## config.mk

```make
export PLATFORM = sky130hd
export DESIGN_NAME = accum_nco
export DESIGN_NICKNAME = d
export VERILOG_FILES = /design/src/rtl/accum_nco_pkg.sv /design/src/rtl/accum_nco_lane.sv /design/src/rtl/accum_nco.sv
export SDC_FILE = /design/constraint.sdc
export NUM_CORES = 1
export LEC_CHECK = 0
export CAP_MARGIN = 25
export CORE_AREA = 2 2 99 101
export DETAILED_ROUTE_END_ITERATION = 8
export DIE_AREA = 0 0 101 103
export PLACE_DENSITY = 0.79
export SLEW_MARGIN = 5
export SYNTH_ARGS = -nofsm -noshare
export SYNTH_HDL_FRONTEND = slang
export SYNTH_SLANG_ARGS = --single-unit
export TNS_END_PERCENT = 100
```

## constraint.sdc

```tcl
create_clock -name clk -period 2.2 [get_ports clk]
set_input_delay 0.66 -clock clk [delete_from_list [all_inputs] [get_ports clk]]
set_output_delay 0.66 -clock clk [all_outputs]
set_load 0.05 [all_outputs]
```

## src/rtl/accum_nco_pkg.sv

```systemverilog
// rtl/accum_nco_pkg.sv - shared constants and helpers for the accum_nco phase accumulator
package accum_nco_pkg;

  localparam int MODE_WRAP = 0;
  localparam int MODE_SAT  = 1;
  localparam int OVF_CNT_W = 8;

  // Channel index width; a single channel still gets a 1-bit select port.
  function automatic int ch_w(input int ch);
    return (ch <= 1) ? 1 : $clog2(ch);
  endfunction

endpackage

```

## src/rtl/accum_nco_lane.sv

```systemverilog
// rtl/accum_nco_lane.sv - one NCO channel: step register, accumulator, wrap pulse (ACCUM_NCO_OVF_CNT_EN adds an overflow counter)
module accum_nco_lane
  import accum_nco_pkg::*;
#(
  parameter int W    = 11,
  parameter int MODE = MODE_WRAP
) (
  input  logic         clk,
  input  logic         rst,
  input  logic         i_en,
  input  logic         i_clr,
  input  logic         i_step_we,
  input  logic [W-1:0] i_step_data,
  output logic [W-1:0] o_acc,
  output logic         o_msb,
  output logic         o_wrap
`ifdef ACCUM_NCO_OVF_CNT_EN
  ,
  output logic [OVF_CNT_W-1:0] o_ovf_cnt
`endif
);

  logic [W-1:0] r_step;
  logic [W-1:0] r_acc;
  logic         r_wrap;
  logic [W:0]   w_sum;
  logic [W-1:0] w_acc_next;

  // Carry out of the W+1 bit sum is the overflow indication in both modes.
  assign w_sum = {1'b0, r_acc} + {1'b0, r_step};

  // Next accumulator value: modulo wrap, or clamp to all-ones when saturating.
  always_comb begin
    w_acc_next = w_sum[W-1:0];
    if ((MODE == MODE_SAT) && w_sum[W]) begin
      w_acc_next = '1;
    end
  end

  // Step register and accumulator; a step write only affects the following edge.
  always_ff @(posedge clk) begin
    if (rst) begin
      r_step <= '0;
      r_acc  <= '0;
      r_wrap <= 1'b0;
    end else begin
      if (i_step_we) begin
        r_step <= i_step_data;
      end
      if (i_clr) begin
        r_acc  <= '0;
        r_wrap <= 1'b0;
      end else if (i_en) begin
        r_acc  <= w_acc_next;
        r_wrap <= w_sum[W];
      end else begin
        r_wrap <= 1'b0;
      end
    end
  end

`ifdef ACCUM_NCO_OVF_CNT_EN
  logic [OVF_CNT_W-1:0] r_ovf_cnt;

  // Saturating count of wrap events, bumped on the edge that raises the pulse.
  always_ff @(posedge clk) begin
    if (rst || i_clr) begin
      r_ovf_cnt <= '0;
    end else if (i_en && w_sum[W] && (r_ovf_cnt != '1)) begin
      r_ovf_cnt <= r_ovf_cnt + 1'b1;
    end
  end

  assign o_ovf_cnt = r_ovf_cnt;
`endif

  assign o_acc  = r_acc;
  assign o_msb  = r_acc[W-1];
  assign o_wrap = r_wrap;

endmodule

```

## src/rtl/accum_nco.sv

```systemverilog
// rtl/accum_nco.sv - multi-channel phase accumulator top (ACCUM_NCO_OVF_CNT_EN adds ovf_cnt output)
module accum_nco
  import accum_nco_pkg::*;
#(
  parameter int W    = 11,
  parameter int CH   = 4,
  parameter int MODE = MODE_WRAP
) (
  input  logic                  clk,
  input  logic                  rst,
  input  logic                  en,
  input  logic                  clr,
  input  logic                  step_we,
  input  logic [ch_w(CH)-1:0]   step_ch,
  input  logic [W-1:0]          step_data,
  output logic [CH*W-1:0]       acc_out,
  output logic [CH-1:0]         msb_out,
  output logic [CH-1:0]         wrap_pulse
`ifdef ACCUM_NCO_OVF_CNT_EN
  ,
  output logic [CH*OVF_CNT_W-1:0] ovf_cnt
`endif
);

  logic [CH-1:0] w_lane_we;

  // One lane per channel; an out-of-range step_ch matches no lane and is dropped.
  for (genvar k = 0; k < CH; k++) begin : g_lane
    assign w_lane_we[k] = step_we && (int'(step_ch) == k);

    accum_nco_lane #(
      .W    (W),
      .MODE (MODE)
    ) u_lane (
      .clk         (clk),
      .rst         (rst),
      .i_en        (en),
      .i_clr       (clr),
      .i_step_we   (w_lane_we[k]),
      .i_step_data (step_data),
      .o_acc       (acc_out[k*W +: W]),
      .o_msb       (msb_out[k]),
      .o_wrap      (wrap_pulse[k])
`ifdef ACCUM_NCO_OVF_CNT_EN
      ,
      .o_ovf_cnt   (ovf_cnt[k*OVF_CNT_W +: OVF_CNT_W])
`endif
    );
  end

endmodule
```

**Word level (Yosys, flattened, before mapping)**

Cells that the tools add are included.

- Add/sub/neg operators: 4
- Eq/ne operators: 3
- Bitwise operators: 1
- Reductions and logical operators: 7

Operators with widths:

| operator | number |
|---|---|
| adder 11 x 11 -> 12 bit | 4 |
| equality test 2 bit (second input constant) | 2 |
| logical AND 1 bit | 4 |
| OR reduction 3 bit | 1 |
| equality test 2 x 1 -> 1 bit (second input constant) | 1 |
| logical NOT 2 bit | 1 |
| OR reduction 2 bit | 1 |
| inverter 1 bit | 1 |

- Bits in registers: 92
- Bits of input ports: 18
- Output and inout bits: 52
- Word-level logic and storage cells: 27

**Logic depth before layout (Yosys ltp)**

Gate-level depths: netlist (run 1).

- Depth after elaboration: 2
- Depth in mapped cells: 9
- Mapped depth without buffers: 9

**Cells and area by module**

From an unflattened synthesis (run 1), not the netlist that was laid out.

- Cells, all modules: 520
- Area, all modules: 5002.3 um^2

Modules (own cells, without submodules):

| module | instances | cells an instance | area an instance (um^2) | sequential area each (um^2) |
|---|---|---|---|---|
| accum_nco_lane at g_lane[0].u_lane ... | 3 | 129 | 1238.7 | 460.4 |
| accum_nco_lane at g_lane[3].u_lane | 1 | 129 | 1248.7 | 460.4 |
| accum_nco | 1 | 4 | 37.5 | 0.0 |

**Worst setup path before layout (run 1)**

OpenSTA, ideal clock, no wires.

- Path type: register to register
- From: reg g_lane[0].u_lane.r_acc[0]
- To: reg g_lane[0].u_lane.r_acc[10]
- Library setup time: 0.062 ns
- Arrival: 2.207 ns
- Required time: 2.138 ns
- Setup slack: -0.069 ns
- Stages on the path, launching flop included: 10
- Buffers on the path: 0
- Clock period less this slack: 2.269 ns
- Cell sequence: dfxtp_1 > ha_1 > inv_1 > fa_1 > nor2b_1 > o2111ai_1 > nand2_1 > a21oi_1 > or4_1 > nand3_1

- Word-level cells in the longest chain between the ends: 1

Ends and longest elaborated chain:

| what | RTL line | RTL |
|---|---|---|
| start, declared | accum_nco_lane.sv:24 | `logic [W-1:0] r_acc;` |
| start signal, assigned | accum_nco_lane.sv:54 | `r_acc <= w_acc_next;` |
| adder 11 x 11 -> 12 bit | accum_nco_lane.sv:30 | `assign w_sum = {1'b0, r_acc} + {1'b0, r_step};` |

No other way between the ends.
A chain may end at the register's enable or synchronous reset.

**Worst setup path in the final report (run 1)**

- From: reg g_lane[2].u_lane.r_wrap
- To: out wrap_pulse[2]

RTL lines:

| what | RTL line | RTL |
|---|---|---|
| start, declared | accum_nco_lane.sv:25 | `logic r_wrap;` |
| start signal, assigned | accum_nco_lane.sv:55 | `r_wrap <= w_sum[W];` |
| end, declared | accum_nco.sv:18 | `output logic [CH-1:0] wrap_pulse` |

No word-level cell between the ends.

==> summary.md, run 1 <==
| Metric | Value |
|---|---|
| IO buf count | `approximately 70` |
| Cell area after synthesis | `between 4000 and 5000 um2` |
| Slew Limit Fails | `0` |
| Setup Viol. Count Final | `0` |
| Post-synthesis simple-gate area fraction | `between 10% and 20%` |
| Hold slack | `about 0.47 ns` |
| Most common cell after layout, fill and taps aside | `nand2_1` |
| Yosys warns | `0` |
| Die area | `roughly 10000 um2` |
| Synth Area in Compound Gates | `17.1%` |
| Worst Skew | `0.0193 ns` |
| Endpoints failing hold | `0` |
| Worst-path cell with the longest stage delay | `clkdlybuf4s50_1` |
| DR vias | `between 4000 and 5000` |
| Peak VDD IR | `0.296 mV` |
| Dpl hpwl | `between 8000 and 9000 um` |
| Clock power share | `33.4%` |
| Leading area contributor after synthesis | `dfxtp_1` |
| Hold crit path type | `reg2reg` |
| Synth top area cells | `dfxtp_1, ha_1, nand2_1` |
| Top cell type's share of synthesized area | `36.8%` |
| Synth Register Bits | `between 90 and 100` |
| Crit path buf inv count | `1` |
| Routability cong. | `0.903` |
| WL final | `12000 um` |
| Footprint of the multi-input gates | `roughly 2900 um2` |
| Net Sw Power | `slightly below 900 uW` |
| Row cnt | `36` |
| Core Footprint | `between 9000 and 10000 um2` |
| Detailed Routing Iterations Pass 1 | `5` |
| Die Ht | `103 um` |
| Global route overflow | `0` |
| Slew @ Worst Pin | `0.509 ns` |
| Overall Power | `approximately 3.2 mW` |
| Seq/Total Area, Yosys | `between 30% and 40%` |
| CTS hold repair buffers | `0` |
| Multiplexer share of the synthesized area | `a little under 6%` |
| Post-DR wirelength/cell | `15.7 um` |
| Die width | `101 um` |
| FF/Latch Area | `1840 um2` |
| Combinational Power Share | `between 10% and 20%` |
| Worst Path Class, Setup | `reg2out` |
| Crit end category | `output port` |
| Post-Synth Adder-Cell Area | `12.6%` |
| Library cells used by synthesis | `46` |
| Htree depth | `3` |
| Global-route wire length before repair | `around 20000 um` |
| Initial Util | `52.9%` |
| Share of cells above drive strength 1 | `14.8%` |
| CP max FO | `1` |
| Relative slew margins | `66.0%` |
| CP max stage delay | `0.79 ns` |
| Most frequent cells in the layout | `nand2_1, dfxtp_1, a21oi_1` |
| Initial DRC Count | `214` |
| CTS root buf | `clkbuf_8` |
| PwrDens | `544 nW/um2` |
| Synth Area in XOR/XNOR | `about 4.9%` |
| Clock Latency Late Sink | `between 0.3 and 0.4 ns` |
| Largest net degree at the start of global routing | `45` |
| Largest family of logic cells by synthesized area | `simple AND/OR/NAND/NOR gates` |
| Routed Antenna Nets | `0` |
| EDFF count, synth | `0` |
| Cells after DPL | `751` |
| Ports | `70` |
| Outcome | `completed` |
| Period Utilization, post-route | `97.3%` |
| CTS tree | `done` |
| Required @ worst endpoint | `about 1.5 ns` |
| Crit path DAT | `1.48 ns` |
| FMAX | `467 MHz` |
| Post-Synthesis Cells | `588` |
| GR Util All Layers | `24.1%` |
| Diode count | `0` |
| Number of global-route vias before repair | `between 4000 and 5000` |
| Area growth syn-to-layout | `17.6%` |
| Syn Nets | `roughly 650` |
| Async set-or-reset flop fraction in the synthesized netlist | `0%` |
| Launching element type of the critical path | `register` |
| Finished Layout Cells | `768` |
| Seq pwr share | `54.1%` |
| Fillers | `832` |
| Max-cap violations | `0` |
| Tmin final | `2.14 ns` |
| Crit path cell chain | `clkdlybuf4s50_1` |
| Cts bufs inserted | `9` |
| RSZ-0062 raised after global routing | `true` |
| Family with the most delay on the worst path | `buffers and inverters` |
| Clock Pin Slew Worst Setup and Hold Paths | `0.10 ns` |
| Buffer depth of the longest clock path | `2` |
| Layout net count | `715` |
| P_leak | `2.60 nW` |
| Avg Synthesized Cell Area | `8.50 um2` |
| Switching Share | `27.2%` |
| Clk sinks | `92` |
| Primary FF master, synth | `dfxtp_1` |
| P_int | `2.33 mW` |
| DRC Markers | `0` |
| Vias/cell | `~5.7` |
| Initial antenna violation count | `0` |
-- power groups by stage --
stage | clock network [mW] | logic [mW] | registers, mW
floorplan | 0 | 0.225 | 1.80
global placement | 0 | 0.385 | 1.77
detailed placement | 0 | 0.394 | 1.77
CTS | 1.08 | 0.396 | 1.73
global route | 1.15 | 0.433 | 1.74
finish | 1.07 | 0.398 | 1.73
-- worst min-delay path: cells and delay by family, from the launching register on --
family           cells  cell delay, ns
AO/OA/AOI/OAI        1            0.05
flip-flops           1            0.32
AND/OR/NAND/NOR      1            0.05
-- per-stage QoR --
step | setup WS, ns | area (um2) | TNS (ns) | utilization (%)
2_1_floorplan | 0.00298 | 5000 | 0 | -
3_3_place_gp | 0.0460 | 5680 | 0 | 60.0
3_5_place_dp | 0.0296 | 5680 | 0 | 60.0
4_1_cts | 0.0224 | 5860 | 0 | 61.9
5_1_grt | -0.0374 | 5880 | -0.0377 | 62.2
6_report | 0.0604 | 5880 | 0 | 62.2
-- synthesized netlist by cell type, drive strengths merged (10+ instances only) --
master  number
dfxtp       92
xnor2       14
mux2i       28
clkbuf      13
o21ai       18
a21o        10
nand2       91
ha          44
buf         24
a21oi       69
nand3       23
nor2        51
a211oi      11
xor2        14
-- kinds of logic (layout without fill, tap and decap cells) --
kind of cell,count (synthesis),count (layout)
compound gates,140,140
xor+xnor,28,28
fa+ha+maj,48,48
buf+inv,46,112
flops,92,92
mux,29,29
simple gates,205,205
-- per-layer routing --
layer	routed length, um	GRT usage (%)	vias up	part of all wire (%)
met5	0	0	-	0
met3	575	4.61	20	4.8
met4	232	8.94	0	1.9
met1	5590	31.6	2039	46
met2	5640	39.8	117	47
li1	-	-	2185	-
-- worst paths after layout --
path	startpoint	endpoint	slack [ns]	cells after the start
worst max register to register	g_lane[0].u_lane.r_step[0]	g_lane[0].u_lane.o_acc[10]	0.09	9
worst min-delay path	g_lane[2].u_lane.r_step[8]	g_lane[2].u_lane.r_step[8]	0.47	2
worst max-delay path	g_lane[2].u_lane.o_wrap	wrap_pulse[2]	0.06	1
worst min register to register	g_lane[2].u_lane.r_step[8]	g_lane[2].u_lane.r_step[8]	0.47	2
-- final cells by class --
class                           instances  area share [%]
Clock buffer                           13            2.70
Sequential cell                        92            31.4
Tap cell                              114            2.43
Clock inverter                          3           0.362
Timing Repair Buffer                   87            12.4
Inverter                                9           0.574
Multi-Input combinational cell        450            50.1
-- repair_timing --
item	CTS	global route
hold endpoints to repair	0	0
gates resized for setup	0	6
setup endpoints to repair	0	4
buffers inserted	0	1
-- registers in the layout (all words and copies together), names as in the netlist --
register / cells
g_lane.u_lane.r_step: 44
g_lane.u_lane.o_acc: 44
g_lane.u_lane.o_wrap: 4
No activity file was read; power rests on OpenSTA's default activity.
==> inputs of run 2 (changes only) <==
--- a/config.mk
+++ b/config.mk
@@ -9,9 +9,12 @@
 export CORE_AREA = 2 2 99 101
 export DETAILED_ROUTE_END_ITERATION = 8
 export DIE_AREA = 0 0 101 103
+export HOLD_SLACK_MARGIN = 0.08
 export PLACE_DENSITY = 0.79
+export SKIP_LAST_GASP = 1
 export SLEW_MARGIN = 5
 export SYNTH_ARGS = -nofsm -noshare
 export SYNTH_HDL_FRONTEND = slang
+export SYNTH_HIERARCHICAL = 1
 export SYNTH_SLANG_ARGS = --single-unit
 export TNS_END_PERCENT = 100
==> run 2 against run 1 <==
  * Via count fell by 5.1%
  * First-iteration DRC count down 41%
  * Sequential power about the same
  * Worst setup slack gained 0.015 ns
  * Total power is 9.9% higher
  * Die area stayed put
==> summary.md, run 2 <==
| Metric | Value |
|---|---|
| Post-cts sizing count | `0 (unchanged)` |
| EDFF count, synth | `0 (unchanged)` |
| Post-DP Area | `5790 um2 (+1.9%)` |
| Most common cell after layout, fill and taps aside | `dfxtp_1` |
| Dpl hpwl | `8510 um (-3.3%)` |
| Endpoints failing hold | `0 (unchanged)` |
| DRC Markers | `0 (unchanged)` |
| Row cnt | `36 (unchanged)` |
| Worst Skew | `0.00744 ns (-0.0119 ns)` |
| Slew Limit Fails | `0 (unchanged)` |
| CTS hold repair buffers | `0 (unchanged)` |
| Buffer depth of the longest clock path | `2 (unchanged)` |
| Seq pwr share | `49.2% (-4.9 points)` |
| Vias/cell | `5.78 (+1.8%)` |
| Avg Synthesized Cell Area | `9.62 um2 (+13%)` |
| Die width | `101 um (unchanged)` |
| Crit path cell chain | `clkdlybuf4s50_1` |
| Cells after DPL | `700 (-6.8%)` |
| Post-Route Setup TNS | `0 ns (unchanged)` |
| Core Footprint | `9460 um2 (unchanged)` |
| DR WL met3 | `378 um (-34%)` |
| Tmin final | `2.12 ns (-0.0149 ns)` |
| IO buf count | `69 (unchanged)` |
| Crit end category | `output port` |
| Switching Share | `23.8% (-3.4 points)` |
| CTS tree | `done` |
| Async set-or-reset flop fraction in the synthesized netlist | `0% (unchanged)` |
| Share of cells above drive strength 1 | `18.1% (+3.3 points)` |
| Worst-path cell with the longest stage delay | `clkdlybuf4s50_1` |
| Yosys warns | `6 (+6)` |
| Post-DR wirelength/cell | `16.0 um (+2.0%)` |
| Post-CTS Setup Bufs | `0 (unchanged)` |
| Outcome | `completed` |
| CP max FO | `1 (unchanged)` |
| Crit path buf inv count | `1 (unchanged)` |
| Most common cell in the netlist | `dfxtp_1` |
| Post-route cell area | `6040 um2 (+2.7%)` |
| Top cells by count, synth | `dfxtp_1, nor2_1, mux2i_1, ha_1` |
| Leading area contributor after synthesis | `dfxtp_1` |
| Routed Antenna Nets | `0 (unchanged)` |
| PwrDens | `582 nW/um2 (+6.9%)` |
| Global-route wire length before repair | `18700 um (-5.8%)` |
| Library cells used by synthesis | `42 (-8.7%)` |
| Peak VDD IR | `0.343 mV (+16%)` |
| Global route overflow | `0 (unchanged)` |
| Layout net count | `663 (-7.3%)` |
| Synth Register Bits | `92 (unchanged)` |
| Crit path DAT | `1.46 ns (-0.02 ns)` |
| Htree depth | `3 (unchanged)` |
| Period Utilization, post-route | `96.6% (-0.68 points)` |
| Largest net degree at the start of global routing | `32 (-29%)` |
| Launching element type of the critical path | `register` |
| Synth top area cells | `dfxtp_1, mux2i_1, ha_1` |
| Detailed Routing Iterations Pass 1 | `4 (-1)` |
| FMAX | `471 MHz (+0.70%)` |
| GR Util All Layers | `22.6% (-1.5 points)` |
| Finished Layout Cells | `716 (-6.8%)` |
| Clock Pin Slew Worst Setup and Hold Paths | `0.09 ns (about the same)` |
| RSZ-0062 raised after global routing | `false` |
| Initial DRC Count | `126 (-41%)` |
| Cell area after synthesis | `5000 um2 (about the same)` |
| Relative slew margins | `63.9% (-2.1 points)` |
| Required @ worst endpoint | `1.54 ns (about the same)` |
| Die Ht | `103 um (unchanged)` |
| Initial Util | `52.9% (about the same)` |
| Family with the most delay on the worst path | `buffers and inverters` |
| Max layer used | `met4` |
| Clock Latency Late Sink | `0.36 ns (about the same)` |
| Top cell type's share of synthesized area | `36.8% (about the same)` |
| Cts bufs inserted | `9 (unchanged)` |
| DR vias | `4138 (-5.1%)` |
| Hold crit path type | `reg2reg` |
| Setup Viol. Count Final | `0 (unchanged)` |
| CTS root buf | `clkbuf_8` |
| Primary FF master, synth | `dfxtp_1` |
| WL final | `11400 um (-4.9%)` |
| Post-Synthesis Cells | `520 (-12%)` |
| P_leak | `2.66 nW (+2.5%)` |
| P_int | `2.68 mW (+15%)` |
| Initial antenna violation count | `0 (unchanged)` |
| Clock power share | `40.0% (+6.6 points)` |
| Ports | `70 (unchanged)` |
| CP max stage delay | `0.79 ns (about the same)` |
| Clk sinks | `92 (unchanged)` |
| WL met2 | `5490 um (-2.6%)` |
| Max-cap violations | `0 (unchanged)` |
| Slew @ Worst Pin | `0.541 ns (+0.0323 ns)` |
| Die area | `10400 um2 (unchanged)` |
| Number of global-route vias before repair | `3998 (-5.0%)` |
| Diode count | `0 (unchanged)` |
| Syn Nets | `586 (-10%)` |
| Seq/Total Area, Yosys | `36.8% (about the same)` |
| Met1 WL | `5360 um (-4.2%)` |
| Worst Path Class, Setup | `reg2out` |
| Routability cong. | `0.828 (-8.3%)` |
| Net Sw Power | `837 uW (-3.9%)` |
| Combinational Power Share | `10.8% (-1.6 points)` |
| Most frequent cells in the layout | `dfxtp_1, nor2_1, buf_4` |
| Area growth syn-to-layout | `20.8%` |
run 2: cell count changes in the layout (fill, tap and decap cells not counted), sizes merged, moves of 6 or more:
cell / change
a41oi: +6
nand3: -7
nor2: +21
nor2b: -7
nor3: -8
mux2i: +28
nand2: -76
a21oi: -46
o21ai: +9
nand3b: +18
or4b: +8
run 2: routing by layer:
metal / global-route usage, % / vias up
li1: - / 2064
met1: 28.7 / 1964
met2: 39.3 / 90
met3: 2.78 / 20
met4: 9.15 / 0
met5: 0 / -
run 2: cell type report:
cell class,count,area [um2]
sequential,92,1840
timing repair buffer,90,761
multi-input combinational,400,3030
tap,114,143
clock inverter,4,95.1
clock buffer,12,155
inverter,4,15.0
fill,793,3420
run 2: worst paths after layout:
check	slack, ns	to	depth (start not counted)	start
max	0.08	wrap_pulse[3]	1	g_lane[3].u_lane/o_wrap
min	0.51	g_lane[1].u_lane/o_acc[9]	2	g_lane[1].u_lane/o_acc[9]
max reg2reg	0.12	g_lane[2].u_lane/o_acc[10]	7	g_lane[2].u_lane/o_acc[0]
min reg2reg	0.51	g_lane[1].u_lane/o_acc[9]	2	g_lane[1].u_lane/o_acc[9]
run 2: metrics by stage:
step	setup WS [ns]	hold slack (ns)	utilization, %	total power [mW]
after global placement	0.00436	0.473	61.2	2.13
after global routing	0.00253	0.525	63.9	3.65
after floorplan	0.0801	0.465	-	2.00
after CTS	0.0533	0.508	63.8	3.54
after detailed placement	-0.0149	0.492	61.2	2.14
final	0.0753	0.506	63.9	3.52
run 2: kinds of logic after synthesis:
family,Yosys count,synth area share [%]
AOI/OAI and AO/OA,111,15.3
buffers and inverters,28,2.68
DFF,92,36.8
xor gates and xnor gates,28,4.90
muxes,56,11.2
adders and majority gates,48,12.6
and+or+nand+nor,157,16.5
run 2: power by group through the flow:
stage | clock (mW) | sequential (mW) | combinational, mW
5_1_grt | 1.51 | 1.74 | 0.410
3_5_place_dp | 0 | 1.77 | 0.375
3_3_place_gp | 0 | 1.77 | 0.365
6_report | 1.41 | 1.73 | 0.380
2_1_floorplan | 0 | 1.79 | 0.206
4_1_cts | 1.43 | 1.73 | 0.378
==> inputs of run 3 (changes only) <==
--- a/config.mk
+++ b/config.mk
@@ -6,11 +6,13 @@
 export NUM_CORES = 1
 export LEC_CHECK = 0
 export CAP_MARGIN = 25
-export CORE_AREA = 2 2 99 101
+export CELL_PAD_IN_SITES_DETAIL_PLACEMENT = 2
+export CELL_PAD_IN_SITES_GLOBAL_PLACEMENT = 2
+export CORE_AREA = 2 2 125 127
 export DETAILED_ROUTE_END_ITERATION = 8
-export DIE_AREA = 0 0 101 103
+export DIE_AREA = 0 0 127 129
 export HOLD_SLACK_MARGIN = 0.08
-export PLACE_DENSITY = 0.79
+export PLACE_DENSITY_LB_ADDON = 0.1
 export SKIP_LAST_GASP = 1
 export SLEW_MARGIN = 5
 export SYNTH_ARGS = -nofsm -noshare
==> run 3 against run 2 <==
  * Sequential power hardly changed
  * Sequential share of layout area is 0.83 points lower
  * Combinational power up 5.8%
  * Critical path type unchanged
  * Critical endpoint is now wrap_pulse[0]
  * Highest routed layer unchanged
==> summary.md, run 3 (same netlist as run 2, synthesis figures left out) <==
| Metric | Value |
|---|---|
| WL final | `14600 um (+28%)` |
| Global route overflow | `0 (unchanged)` |
| Die width | `127 um (+26%)` |
| Htree depth | `3 (unchanged)` |
| CTS tree | `done` |
| CP Launch Point | `g_lane[0].u_lane/o_wrap` |
| FMAX | `473 MHz (+0.44%)` |
| Most frequent cells in the layout | `dfxtp_1, nor2_1, buf_4` |
| Post-CTS Setup Bufs | `0 (unchanged)` |
| Required @ worst endpoint | `1.54 ns (about the same)` |
| Critical R2R Launch | `g_lane[2].u_lane/o_acc[0]` |
| Post-DP Area | `5910 um2 (+2.2%)` |
| Hold slack | `0.502 ns (-0.00466 ns)` |
| Period Utilization, post-route | `96.2% (-0.42 points)` |
| Hold crit path type | `reg2reg` |
| Met3 Use GR | `2.49% (-0.28 points)` |
| Post-Route Utilization | `41.5% (-22 points)` |
| Worst Path Class, Setup | `reg2out` |
| Crit end category | `output port` |
| Post-route cell area | `6210 um2 (+2.8%)` |
| FF/Latch Area | `1840 um2 (unchanged)` |
| Clock Pin Slew Worst Setup and Hold Paths | `0.06 ns (-0.03 ns)` |
| Initial DRC Count | `135 (+7.1%)` |
| P_leak | `2.69 nW (+0.80%)` |
| Fillers | `1613 (+100%)` |
| Family with the most delay on the worst path | `buffers and inverters` |
| Largest net degree at the start of global routing | `25 (-22%)` |
| Endpoints failing hold | `0 (unchanged)` |
| Cts bufs inserted | `9 (unchanged)` |
| Layout net count | `664 (+0.15%)` |
| Initial antenna violation count | `0 (unchanged)` |
| Crit path DAT | `1.46 ns (about the same)` |
| Share of cells above drive strength 1 | `18.2% (+0.14 points)` |
| Core Footprint | `15000 um2 (+58%)` |
| RSZ-0062 raised after global routing | `true` |
| Crit path cell chain | `clkdlybuf4s50_1` |
| DR vias | `4209 (+1.7%)` |
| Worst Skew | `0.00704 ns (-0.000406 ns)` |
| Buffer depth of the longest clock path | `2 (unchanged)` |
| PwrDens | `594 nW/um2 (+2.0%)` |
| Relative slew margins | `66.8% (+2.9 points)` |
| Outcome | `completed` |
| Die Ht | `129 um (+25%)` |
| PnR worst setup slack | `0.0846 ns (+0.00925 ns)` |
| CP max stage delay | `0.79 ns (about the same)` |
| CTS hold repair buffers | `0 (unchanged)` |
| IO buf count | `69 (unchanged)` |
| CP max FO | `1 (unchanged)` |
| GRT met1 Usage | `23.1% (-5.6 points)` |
| Number of global-route vias before repair | `4541 (+14%)` |
| Worst-path cell with the longest stage delay | `clkdlybuf4s50_1` |
| Hold Path Origin | `g_lane[0].u_lane/o_acc[9]` |
| Area growth syn-to-layout | `24.1%` |
| Footprint of the multi-input gates | `3040 um2 (+0.25%)` |
| Launching element type of the critical path | `register` |
| Clock Latency Late Sink | `0.35 ns (about the same)` |
| Slew @ Worst Pin | `0.496 ns (-0.0453 ns)` |
| Slew Limit Fails | `0 (unchanged)` |
| Die area | `16400 um2 (+57%)` |
| Vias/cell | `5.32 (-7.9%)` |
| Most common cell after layout, fill and taps aside | `dfxtp_1` |
| Ports | `70 (unchanged)` |
| Row cnt | `45 (+25%)` |
| Dpl ws | `-0.0816 ns (-0.0667 ns)` |
| Post-DR wirelength/cell | `18.5 um (+16%)` |
| Detailed Routing Iterations Pass 1 | `4 (unchanged)` |
| Setup Viol. Count Final | `0 (unchanged)` |
| Dpl hpwl | `11400 um (+34%)` |
| Initial Util | `33.4% (-19 points)` |
| Routability cong. | `0.786 (-5.1%)` |
| Max-cap violations | `0 (unchanged)` |
| Global-route wire length before repair | `23900 um (+28%)` |
| GR Util All Layers | `18.8% (-3.8 points)` |
| Tmin final | `2.12 ns (-0.00925 ns)` |
| Post-cts sizing count | `0 (unchanged)` |
| Diode count | `0 (unchanged)` |
| DRC Markers | `0 (unchanged)` |
| Clk sinks | `92 (unchanged)` |
| Crit path buf inv count | `1 (unchanged)` |
| Global-route layer with the greatest usage | `met2` |
| CTS root buf | `clkbuf_16` |
| GRT met2 Usage | `33.7% (-5.6 points)` |
| Routed Antenna Nets | `0 (unchanged)` |
| Peak VDD IR | `0.361 mV (+5.4%)` |
-- run 3: layout make-up --
class                      instances  area share (%)
clock buffer                      12            3.81
clock inverter                     4           0.806
inverter                           4           0.242
multi-input combinational        400            48.9
sequential                        92            29.7
tap                              188            3.79
timing repair buffer              91            12.8
-- run 3: path summary, 6_finish.rpt --
kind / to / slack [ns] / depth (start not counted)
worst min-delay path: g_lane[0].u_lane/o_acc[9] / 0.50 / 2
worst min register to register: g_lane[0].u_lane/o_acc[9] / 0.50 / 2
worst max register to register: g_lane[2].u_lane/o_acc[10] / 0.11 / 7
worst max-delay path: wrap_pulse[0] / 0.08 / 1
-- run 3: worst reg2reg max path, cell delays in order, from the launching register on --
cell and delay (ns):
dfxtp_1 0.33, ha_1 0.24, fa_1 0.43, a21oi_2 0.20
o211ai_2 0.15, a41oi_1 0.33, xor2_1 0.19, o21ai_0 0.10
-- run 3: metal layers --
metal / up-vias / wire, um
met2: 49 / 7370
met4: 0 / 255
li1: 2065 / -
met1: 2081 / 6720
met5: - / 0
met3: 14 / 286
-- run 3: per-stage QoR --
step                TNS, ns  cells  total power [mW]
floorplan                 0    520              2.00
detailed placement   -0.456    775              2.18
global route        -0.0552    791              3.85
CTS                       0    791              3.75
finish                    0    791              3.69
global placement     -0.215    775              2.16
-- run 3: power breakdown --
group | switching (mW) | internal, mW
logic | 0.233 | 0.169
clock network | 0.671 | 0.881
registers | 0.0309 | 1.70
total | 0.935 | 2.75
